### config.mk
export PLATFORM = sky130hd
export DESIGN_NAME = alu_sched_flat
export DESIGN_NICKNAME = d
export VERILOG_FILES = /design/src/rtl/alu_pkg.sv /design/src/rtl/alu_sched_if.sv /design/src/rtl/alu_core.sv /design/src/rtl/alu_sched.sv /design/src/flat_wrapper.sv
export SDC_FILE = /design/constraint.sdc
export NUM_CORES = 1
export LEC_CHECK = 0
export CAP_MARGIN = 20
export CORE_UTILIZATION = 25
export CTS_CLUSTER_SIZE = 30
export DETAILED_ROUTE_END_ITERATION = 8
export PLACE_DENSITY = 0.54
export SLEW_MARGIN = 0
export SYNTH_ARGS = -nofsm -noshare
export SYNTH_HDL_FRONTEND = slang
export SYNTH_SLANG_ARGS = --single-unit
### constraint.sdc
create_clock -name clk -period 6.4 [get_ports clk]
set_clock_uncertainty 0.15 [all_clocks]
set_input_delay 0.64 -clock clk [delete_from_list [all_inputs] [get_ports clk]]
set_output_delay 0.64 -clock clk [all_outputs]
set_load 0.01 [all_outputs]
### src/rtl/alu_pkg.sv
// -----------------------------------------------------------------------------
// alu_pkg
// Shared definitions for the two-requester add/subtract scheduler:
//   - op codes (OP_ADD / OP_SUB)
//   - condition-code bit positions and masks (CCR = {C, V, N, Z})
//   - scheduler FSM state enum
//   - round-robin grant helper used by the arbiter
// Optional feature macro used elsewhere in this slice: ALU_SCHED_CV_EN
// -----------------------------------------------------------------------------
package alu_pkg;

    // Op codes carried on req_op
    localparam logic OP_ADD = 1'b0;
    localparam logic OP_SUB = 1'b1;

    // Condition code register layout
    localparam int CCR_C_BIT = 3;
    localparam int CCR_V_BIT = 2;
    localparam int CCR_N_BIT = 1;
    localparam int CCR_Z_BIT = 0;

    localparam logic [3:0] CCR_C_MASK = 4'b0001 << CCR_C_BIT;
    localparam logic [3:0] CCR_V_MASK = 4'b0001 << CCR_V_BIT;
    localparam logic [3:0] CCR_N_MASK = 4'b0001 << CCR_N_BIT;
    localparam logic [3:0] CCR_Z_MASK = 4'b0001 << CCR_Z_BIT;

    // Scheduler sequencing states
    typedef enum logic [1:0] {
        ST_IDLE  = 2'd0,
        ST_CALC  = 2'd1,
        ST_FLAGS = 2'd2,
        ST_DONE  = 2'd3
    } state_e;

    // Round-robin pick between two requesters. With both pending the one
    // after the last winner is chosen; with a single one pending it wins
    // regardless of history. With none pending the result is a don't-care
    // because the caller gates it with the valid bit.
    function automatic logic rr_grant(input logic [1:0] valid, input logic last);
        logic g;
        if (valid[0] && valid[1]) begin
            g = ~last;
        end else if (valid[1]) begin
            g = 1'b1;
        end else begin
            g = 1'b0;
        end
        return g;
    endfunction

endpackage

### src/rtl/alu_sched_if.sv
// -----------------------------------------------------------------------------
// alu_sched_if
// Bundles the request and response handshakes of the add/subtract scheduler.
//   req_valid[1:0] / req_ready[1:0] : per-requester handshake
//   req_op[1:0]                     : per-requester op (0 add, 1 sub)
//   req_a0/req_b0, req_a1/req_b1    : operands of requester 0 / 1
//   rsp_valid / rsp_ready           : result handshake
//   rsp_id, R, CCR                  : owner, result and {C,V,N,Z}
// Modports:
//   master : requesters + result consumer (drive requests, take results)
//   slave  : the scheduler itself
// -----------------------------------------------------------------------------
interface alu_sched_if #(
    parameter int op_size = 4
);
    logic [1:0]         req_valid;
    logic [1:0]         req_ready;
    logic [1:0]         req_op;
    logic [op_size-1:0] req_a0;
    logic [op_size-1:0] req_b0;
    logic [op_size-1:0] req_a1;
    logic [op_size-1:0] req_b1;
    logic               rsp_valid;
    logic               rsp_ready;
    logic               rsp_id;
    logic [op_size-1:0] R;
    logic [3:0]         CCR;

    modport master (
        output req_valid, req_op, req_a0, req_b0, req_a1, req_b1, rsp_ready,
        input  req_ready, rsp_valid, rsp_id, R, CCR
    );

    modport slave (
        input  req_valid, req_op, req_a0, req_b0, req_a1, req_b1, rsp_ready,
        output req_ready, rsp_valid, rsp_id, R, CCR
    );

endinterface

### src/rtl/alu_core.sv
// -----------------------------------------------------------------------------
// alu_core
// Purely combinational add/subtract datapath with condition flags.
// Ports:
//   op      : 0 = add (a+b), 1 = sub (a-b)
//   a, b    : operands, op_size bits
//   r       : result modulo 2^op_size
//   c, v    : carry/borrow and signed overflow
//   n, z    : sign of r and r == 0
// Build option: ALU_SCHED_CV_EN
//   defined     -> c and v are computed
//   not defined -> c and v are tied low and no carry/overflow logic exists
// -----------------------------------------------------------------------------
module alu_core #(
    parameter int op_size = 4
) (
    input  logic               op,
    input  logic [op_size-1:0] a,
    input  logic [op_size-1:0] b,
    output logic [op_size-1:0] r,
    output logic               c,
    output logic               v,
    output logic               n,
    output logic               z
);
    import alu_pkg::*;

    localparam int MSB = op_size - 1;

`ifdef ALU_SCHED_CV_EN
    // One extra bit holds the carry out on add; on sub it wraps to 1 exactly
    // when a < b unsigned, which is the borrow.
    logic [op_size:0] ext_s;

    // Widened add/subtract so the carry/borrow falls out of the top bit
    always_comb begin
        ext_s = {(op_size+1){1'b0}};
        case (op)
            OP_ADD:  ext_s = {1'b0, a} + {1'b0, b};
            OP_SUB:  ext_s = {1'b0, a} - {1'b0, b};
            default: ext_s = {1'b0, a} + {1'b0, b};
        endcase
    end

    assign r = ext_s[op_size-1:0];
    assign c = ext_s[op_size];

    // Signed overflow: add overflows when like-signed operands give a result
    // of the other sign; sub when unlike-signed operands do.
    always_comb begin
        v = 1'b0;
        if (op == OP_SUB) begin
            v = (a[MSB] != b[MSB]) && (r[MSB] != a[MSB]);
        end else begin
            v = (a[MSB] == b[MSB]) && (r[MSB] != a[MSB]);
        end
    end
`else
    // Plain modular add/subtract; no carry or overflow tracking
    always_comb begin
        r = {op_size{1'b0}};
        case (op)
            OP_ADD:  r = a + b;
            OP_SUB:  r = a - b;
            default: r = a + b;
        endcase
    end

    assign c = 1'b0;
    assign v = 1'b0;
`endif

    assign n = r[MSB];
    assign z = (r == {op_size{1'b0}});

endmodule

### src/rtl/alu_sched.sv
// -----------------------------------------------------------------------------
// alu_sched
// Round-robin scheduler in front of the shared add/subtract core.
// Ports:
//   clk  : clock, all state changes on the rising edge
//   rst  : synchronous active-high reset
//   bus  : alu_sched_if.slave (request handshakes, operands, result port)
// Sequencing per operation:
//   IDLE  -> accept one requester, latch op/A/B/id, update last winner
//   CALC  -> register R
//   FLAGS -> register CCR, raise rsp_valid
//   DONE  -> hold R/CCR/rsp_id until rsp_valid && rsp_ready
// Build option: ALU_SCHED_CV_EN (inside alu_core) enables the C and V flags;
// timing and handshake are the same either way.
// -----------------------------------------------------------------------------
module alu_sched #(
    parameter int op_size = 4
) (
    input  logic        clk,
    input  logic        rst,
    alu_sched_if.slave  bus
);
    import alu_pkg::*;

    // State and output registers
    state_e             state_q, state_d;
    logic               last_q, last_d;
    logic               op_q, op_d;
    logic [op_size-1:0] a_q, a_d;
    logic [op_size-1:0] b_q, b_d;
    logic               id_q, id_d;
    logic [op_size-1:0] r_q, r_d;
    logic [3:0]         ccr_q, ccr_d;
    logic               rsp_valid_q, rsp_valid_d;

    // Arbiter and datapath signals
    logic               grant_s;
    logic [1:0]         req_ready_s;
    logic               accept_s;
    logic               sel_op_s;
    logic [op_size-1:0] sel_a_s;
    logic [op_size-1:0] sel_b_s;
    logic [op_size-1:0] core_r_s;
    logic               core_c_s;
    logic               core_v_s;
    logic               core_n_s;
    logic               core_z_s;

    // Shared arithmetic core always works on the latched operands, so its
    // outputs are stable through CALC and FLAGS.
    alu_core #(
        .op_size (op_size)
    ) u_core (
        .op (op_q),
        .a  (a_q),
        .b  (b_q),
        .r  (core_r_s),
        .c  (core_c_s),
        .v  (core_v_s),
        .n  (core_n_s),
        .z  (core_z_s)
    );

    // Arbiter: ready only in IDLE and never while reset is asserted
    always_comb begin
        grant_s     = rr_grant(bus.req_valid, last_q);
        req_ready_s = 2'b00;
        if ((state_q == ST_IDLE) && !rst && bus.req_valid[grant_s]) begin
            req_ready_s[grant_s] = 1'b1;
        end else begin
            req_ready_s = 2'b00;
        end
        accept_s = |(bus.req_valid & req_ready_s);
    end

    // Operand/op mux for the granted requester
    always_comb begin
        sel_op_s = bus.req_op[grant_s];
        if (grant_s) begin
            sel_a_s = bus.req_a1;
            sel_b_s = bus.req_b1;
        end else begin
            sel_a_s = bus.req_a0;
            sel_b_s = bus.req_b0;
        end
    end

    // Next-state and next-register computation
    always_comb begin
        state_d     = state_q;
        last_d      = last_q;
        op_d        = op_q;
        a_d         = a_q;
        b_d         = b_q;
        id_d        = id_q;
        r_d         = r_q;
        ccr_d       = ccr_q;
        rsp_valid_d = rsp_valid_q;
        case (state_q)
            ST_IDLE: begin
                if (accept_s) begin
                    op_d    = sel_op_s;
                    a_d     = sel_a_s;
                    b_d     = sel_b_s;
                    id_d    = grant_s;
                    last_d  = grant_s;
                    state_d = ST_CALC;
                end else begin
                    state_d = ST_IDLE;
                end
            end
            ST_CALC: begin
                r_d     = core_r_s;
                state_d = ST_FLAGS;
            end
            ST_FLAGS: begin
                // rsp_valid rises together with CCR so the response is
                // visible for the handshake at the third edge after accept.
                ccr_d       = ({4{core_c_s}} & CCR_C_MASK) |
                              ({4{core_v_s}} & CCR_V_MASK) |
                              ({4{core_n_s}} & CCR_N_MASK) |
                              ({4{core_z_s}} & CCR_Z_MASK);
                rsp_valid_d = 1'b1;
                state_d     = ST_DONE;
            end
            ST_DONE: begin
                if (rsp_valid_q && bus.rsp_ready) begin
                    rsp_valid_d = 1'b0;
                    state_d     = ST_IDLE;
                end else begin
                    state_d = ST_DONE;
                end
            end
            default: begin
                rsp_valid_d = 1'b0;
                state_d     = ST_IDLE;
            end
        endcase
    end

    // State register with synchronous reset; last = 1 lets requester 0 win first
    always_ff @(posedge clk) begin
        if (rst) begin
            state_q     <= ST_IDLE;
            last_q      <= 1'b1;
            op_q        <= 1'b0;
            a_q         <= {op_size{1'b0}};
            b_q         <= {op_size{1'b0}};
            id_q        <= 1'b0;
            r_q         <= {op_size{1'b0}};
            ccr_q       <= 4'b0000;
            rsp_valid_q <= 1'b0;
        end else begin
            state_q     <= state_d;
            last_q      <= last_d;
            op_q        <= op_d;
            a_q         <= a_d;
            b_q         <= b_d;
            id_q        <= id_d;
            r_q         <= r_d;
            ccr_q       <= ccr_d;
            rsp_valid_q <= rsp_valid_d;
        end
    end

    assign bus.req_ready = req_ready_s;
    assign bus.rsp_valid = rsp_valid_q;
    assign bus.rsp_id    = id_q;
    assign bus.R         = r_q;
    assign bus.CCR       = ccr_q;

endmodule

### src/flat_wrapper.sv
// flat-port wrapper written by rule: the top's interface ports become plain ports
module alu_sched_flat import alu_pkg::*;
#(
    parameter int op_size = 4
)
  (clk, rst, bus_req_valid, bus_req_op, bus_req_a0, bus_req_b0, bus_req_a1, bus_req_b1, bus_rsp_ready, bus_req_ready, bus_rsp_valid, bus_rsp_id, bus_R, bus_CCR);
  alu_sched_if #(.op_size(op_size)) bus_i ();
  input  logic clk;
  input  logic rst;
  input wire logic [$bits(bus_i.req_valid)-1:0] bus_req_valid;
  input wire logic [$bits(bus_i.req_op)-1:0] bus_req_op;
  input wire logic [$bits(bus_i.req_a0)-1:0] bus_req_a0;
  input wire logic [$bits(bus_i.req_b0)-1:0] bus_req_b0;
  input wire logic [$bits(bus_i.req_a1)-1:0] bus_req_a1;
  input wire logic [$bits(bus_i.req_b1)-1:0] bus_req_b1;
  input wire logic [$bits(bus_i.rsp_ready)-1:0] bus_rsp_ready;
  output wire logic [$bits(bus_i.req_ready)-1:0] bus_req_ready;
  output wire logic [$bits(bus_i.rsp_valid)-1:0] bus_rsp_valid;
  output wire logic [$bits(bus_i.rsp_id)-1:0] bus_rsp_id;
  output wire logic [$bits(bus_i.R)-1:0] bus_R;
  output wire logic [$bits(bus_i.CCR)-1:0] bus_CCR;
  assign bus_i.req_valid = bus_req_valid;
  assign bus_i.req_op = bus_req_op;
  assign bus_i.req_a0 = bus_req_a0;
  assign bus_i.req_b0 = bus_req_b0;
  assign bus_i.req_a1 = bus_req_a1;
  assign bus_i.req_b1 = bus_req_b1;
  assign bus_i.rsp_ready = bus_rsp_ready;
  assign bus_req_ready = bus_i.req_ready;
  assign bus_rsp_valid = bus_i.rsp_valid;
  assign bus_rsp_id = bus_i.rsp_id;
  assign bus_R = bus_i.R;
  assign bus_CCR = bus_i.CCR;
  alu_sched #(.op_size(op_size)) u_core (.clk(clk), .rst(rst), .bus(bus_i));
endmodule
==> results of run 1 <==
## kinds of logic after synthesis
family,after synthesis
xor gates and xnor gates,3
adders and majority gates,5
muxes,12
AOI/OAI and AO/OA,24
DFF,20
buffers and inverters,17
and+or+nand+nor,43
other,1
## critical path: stages
cell and delay, ns:
clkdlybuf4s50_1 0.79, nor4_4 0.85, and2_1 0.23, clkdlybuf4s50_1 0.54
## routing by layer
metal	routed length [um]	track usage [%]	up-vias
met5	0	0	-
met4	12	2.000	0
met3	139	3.608	2
met2	1047	16.93	36
met1	1207	13.23	422
li1	-	-	495
## through the flow
step	area (um^2)	std cells	util, %
final	1556	205	35.26
after detailed placement	1485	201	33.65
after floorplan	1169	126	-
after global routing	1556	205	35.26
after global placement	1485	201	33.65
after CTS	1556	205	35.26
## where the power goes
part | internal (mW) | leakage, nW | switching [mW]
sequential | 0.140 | 0.165 | 0.0143
combinational | 0.0680 | 0.376 | 0.0667
clock | 0.0834 | 0.0357 | 0.0419
## cell type report
class                           count  area (um^2)
Sequential cell                    20        400.4
Multi-Input combinational cell     89        669.4
Timing Repair Buffer               32        320.3
Inverter                            8        30.03
Clock buffer                        3        41.29
Tap cell                           52        65.06
Clock inverter                      1        30.03
Fill cell                         435         2858
## cell usage in the layout (no fill, tap or decap), drive strengths merged, types with 4 or more instances in the layout
cell type	synthesis	routed
mux2i	11	11
inv	8	8
nor2	17	17
nor3	4	4
dfxtp	20	20
clkdlybuf4s50	0	32
a21oi	5	5
ha	4	4
a211oi	11	11
## synthesized netlist by cell type (3+ instances only)
master and number:
a211oi_1 10, a21oi_1 4, buf_4 3, buf_6 3, dfxtp_1 20, ha_1 4
inv_1 8, mux2i_1 11, nand2_1 3, nand3_1 3, nor2_1 16, nor2b_1 3
nor3_1 3, o21ai_0 3, xnor2_1 3
## state kept, by name (all words and copies together) (netlist names)
name	count
u_core.a_q	4
u_core.b_q	4
u_core.bus.R	4
u_core.bus.CCR	2
u_core.state_q	2
u_core.bus.rsp_id	1
u_core.bus.rsp_valid	1
u_core.last_q	1
u_core.op_q	1
## final timing paths
| kind | from | end | slack, ns | cells after the start |
|---|---|---|---|---|
| min reg2reg | u_core.last_q | u_core.last_q | 0.34 | 2 |
| max | rst | bus_req_ready[1] | 2.56 | 4 |
| max reg2reg | u_core.b_q[1] | u_core.bus.CCR[0] | 4.05 | 8 |
| min | u_core.last_q | u_core.last_q | 0.34 | 2 |
==> impl_results.md, run 1 <==
- Status: completed
- Syn Std Cell Area: approximately 1200 um^2
- CTS Buffer Depth: 2
- N_diodes: 0
- Routed vias/inst: 4.659
- # rows: 24
- H-tree depth: 1
- Final setup violating endpoints: 0
- Synth area leader: dfxtp_1
- Post-DP HPWL: 1914 um
- First-pass GRT wire length: 4160 um
- Initial DRC Count: 34
- Leakage power: 0.5766 nW
- Top cells by area, synth: dfxtp_1, mux2i_1, a211oi_1, nor2_1, ha_1
- Initial Util: 26.39%
- Largest net degree at the start of global routing: 19
- Resized Gates After CTS: 0
- Fin worst setup slack: 2.557 ns
- I/O pins: 35
- Simple logic cell fraction of the synthesized area: 22.56%
- Clock root cell: clkbuf_8
- Seq/Total Area, Yosys: 34.37%
- Setup Crit Path Kind: in2out
- Endpoints failing hold: 0
- EDFF count, synth: 0
- Antenna violations before repair: 0
- CTS sink count: 20
- CTS tree: yes
- Post-Synthesis Cells: about 130
- Top cell type's share of synthesized area: between 30% and 40%
- Final TNS setup: 0 ns
- Final wirelength: approximately 2400 um
- Power Dens Cells: 266.1 nW/um^2
- Max frequency: 260.2 MHz
- Data arrival, critical path: 3.05 ns
- Die area: 4936 um^2
- Port bufs: 32
- Final Cycle Share: 60.05%
- Crit path launch type: primary input
- TritonCTS buffer count: 3
- Pre-CTS WS: 2.583 ns
- Cts hold-fix bufs: 0
- Hold crit path type: reg2reg
- Critical Path RT: 5.61 ns
- Maximum vdd drop: 111.5 uV
- Die height: 70.26 um
- Area Overhead vs Synth: 33.62%
- Final hold slack: 0.3443 ns
- Mux contribution to synthesized area: 10.42%
- Number of max-cap violations: 0
- Synthesized area per cell: between 9 and 10 um^2
- RSZ-0062 raised after global routing: false
- Slew Limit Fails: 0
- Crit. End Element: output port
- Gpl congestion: 0.7057
- Worst relative slew slack: 49.33%
- Core Region: between 4000 and 5000 um^2
- Clock latency at the later pin of the worst-skew pair: 0.26 ns
- Vias in the first global route: between 900 and 1000
- Yosys warnings: 0
- Postcts setup bufs: 0
- Post-route ant nets: 0
- Complex-gate fraction of the synthesized area: 15.57%
- Pin slew with the least headroom to its limit: 0.7556 ns
- PnR Total Power: 0.4142 mW
- DRC viols: 0
- First-pass iteration count of the detailed router: 4
- Main combinational cell family by area after synthesis: simple AND/OR/NAND/NOR gates
- Adder-cell share of the synthesized area: 6.015%
- Xor/xnor share of the synthesized area: 2.256%
- Routed vias: 955
- Gr ovfl total: 0
- Fin crit period: ~3.8 ns
- Nets@finish: 182
- Worst-path clk slew: 0.08 ns
- Total track usage: between 10 and 15%
- Avg WL per Cell: 11.74 um
- Yosys reg bits: 20
- Layout cells sized above 1: between 10% and 20%
- Top_reg_cell synth: dfxtp_1
- Async S/R FF share, synth: 0%
- Cell variety after synth: 37
- Die W: 70.26 um
- Crit-path max FO: 18
Power figures use the tool's default switching activity.
==> inputs of run 2 (changes only) <==
==> constraint.sdc (replaced) <==
create_clock -name clk -period 3.93 [get_ports clk]
set_clock_uncertainty 0.15 [all_clocks]
set_input_delay 0.393 -clock clk [delete_from_list [all_inputs] [get_ports clk]]
set_output_delay 0.393 -clock clk [all_outputs]
set_load 0.01 [all_outputs]
==> run 2 against run 1 <==
Non-clock buffer count increased by 3. Count of clock-buffer cells in the layout rose by 1. Largest cell class unchanged. Sequential power is 63% higher. Register-to-register slack lost 2.5 ns. Hold slack better by 0.0041 ns. Critical path type unchanged. Power increased by 52%. Worst setup slack lost 1.4 ns. Critical path depth up 2. Design area grew 0.40%.
==> impl_results.md, run 2 (synthesized netlist as in run 1, its figures left out) <==
- Status: completed
- Data arrival, critical path: 2.19 ns (-0.86 ns)
- Worst path cell trace: clkdlybuf4s50_1 -> buf_4 -> nor4_4 -> buf_4 -> nor2b_1 -> clkdlybuf4s50_1
- Port bufs: 32 (unchanged)
- Die W: 70.26 um (unchanged)
- Antenna violations before repair: 0 (unchanged)
- Power Dens Cells: 401.6 nW/um^2 (+51%)
- Die area: 4936 um^2 (unchanged)
- Avg WL per Cell: 11.13 um (-5.2%)
- Crit-path max FO: 18 (unchanged)
- Final wirelength: 2316 um (-3.8%)
- Die height: 70.26 um (unchanged)
- Most frequent cells in the layout: clkdlybuf4s50_1, dfxtp_1, nor2_1
- Leakage power: 0.5847 nW (+1.4%)
- Area Overhead vs Synth: 34.16%
- Crit. End Element: output port
- Crit path max-delay cell type: clkdlybuf4s50_1
- Final TNS setup: 0 ns (unchanged)
- RSZ-0062 raised after global routing: false
- Initial DRC Count: 32 (-5.9%)
- Number of max-cap violations: 0 (unchanged)
- Vias in the first global route: 901 (-5.8%)
- N_diodes: 0 (unchanged)
- Largest net degree at the start of global routing: 19 (unchanged)
- Total track usage: 10.16% (-0.22 points)
- Routed vias/inst: 4.591 (-1.4%)
- Critical path's largest stage delay: 0.54 ns (-0.31 ns)
- Postcts setup bufs: 0 (unchanged)
- Routed vias: 955 (unchanged)
- Endpoints failing hold: 0 (unchanged)
- Clock root cell: clkbuf_8
- Hold crit path type: reg2reg
- Clock latency at the later pin of the worst-skew pair: 0.26 ns (about the same)
- Maximum vdd drop: 149.8 uV (+34%)
- Gr ovfl total: 0 (unchanged)
- Resized Gates After CTS: 0 (unchanged)
- Crit path launch type: primary input
- DRC viols: 0 (unchanged)
- Initial Util: 26.39% (unchanged)
- Setup Crit Path Kind: in2out
- Post-DP HPWL: 1870 um (-2.3%)
- Core Region: 4414 um^2 (unchanged)
- PnR Total Power: 0.6276 mW (+52%)
- CTS Buffer Depth: 2 (unchanged)
- Final hold slack: 0.3484 ns (+0.004084 ns)
- Final setup violating endpoints: 0 (unchanged)
- Critical Path RT: 3.39 ns (-2.22 ns)
- Nets@finish: 185 (+1.6%)
- I/O pins: 35 (unchanged)
- First-pass iteration count of the detailed router: 4 (unchanged)
- Final Cycle Share: 69.58%
- TritonCTS buffer count: 3 (unchanged)
- H-tree depth: 1 (unchanged)
- CTS sink count: 20 (unchanged)
- Slew Limit Fails: 0 (unchanged)
- Commonest non-fill, non-tap cell in the layout: clkdlybuf4s50_1
- # rows: 24 (unchanged)
- Worst-path clk slew: 0.07 ns (about the same)
- Max frequency: between 300 and 400 MHz
- CTS tree: yes
- First-pass GRT wire length: 4022 um (-3.3%)
- Gpl congestion: 0.7236 (+2.5%)
- Fin crit period: 2.734 ns
- Post-route ant nets: 0 (unchanged)
- Layout cells sized above 1: 12.18% (+1.7 points)
- Cts hold-fix bufs: 0 (unchanged)
-- run 2: changes by cell type in the layout (fill, tap and decap cells not counted), sizes merged --
cell and delta:
buf +3, bufinv -1, clkbuf +1
-- run 2: area by class of cell --
| cell class | instances | area, um^2 |
|---|---|---|
| Sequential cell | 20 | 400.4 |
| Timing Repair Buffer | 35 | 342.8 |
| Inverter | 8 | 30.03 |
| Clock buffer | 4 | 55.05 |
| Multi-Input combinational cell | 89 | 669.4 |
| Fill cell | 450 | 2851 |
| Tap cell | 52 | 65.06 |
-- run 2: where the power goes --
part           internal [mW]  total [mW]  switching, mW
sequential             0.228       0.251         0.0233
clock                 0.0892       0.158         0.0689
combinational          0.113       0.218          0.105
total                  0.430       0.628          0.197
-- run 2: metrics by stage --
step	worst slack, ns	area [um^2]	std cells	util (%)
2_1_floorplan	1.779	1169	126	-
3_5_place_dp	1.203	1508	204	34.16
4_1_cts	1.183	1563	208	35.40
5_1_grt	1.075	1563	208	35.40
3_3_place_gp	1.199	1508	204	34.16
6_report	1.196	1563	208	35.40
-- run 2: critical path: cells and delay by family --
family | cells | cell delay, ns
buffers and inverters | 4 | 1.37
AND/OR/NAND/NOR | 2 | 0.42
-- run 2: final timing paths --
check / startpoint / endpoint / slack, ns / cells after the start
setup / recovery: rst / bus_req_ready[0] / 1.20 / 6
hold / removal: u_core.bus.R[0] / u_core.bus.R[0] / 0.35 / 2
setup reg to reg: u_core.b_q[1] / u_core.bus.CCR[0] / 1.54 / 8
hold reg to reg: u_core.bus.R[0] / u_core.bus.R[0] / 0.35 / 2
-- run 2: routing by layer --
metal | track usage [%] | wire (um)
met1 | 13.48 | 1171
met2 | 15.66 | 983
met4 | 4.000 | 27
met3 | 2.597 | 135
met5 | 0 | 0
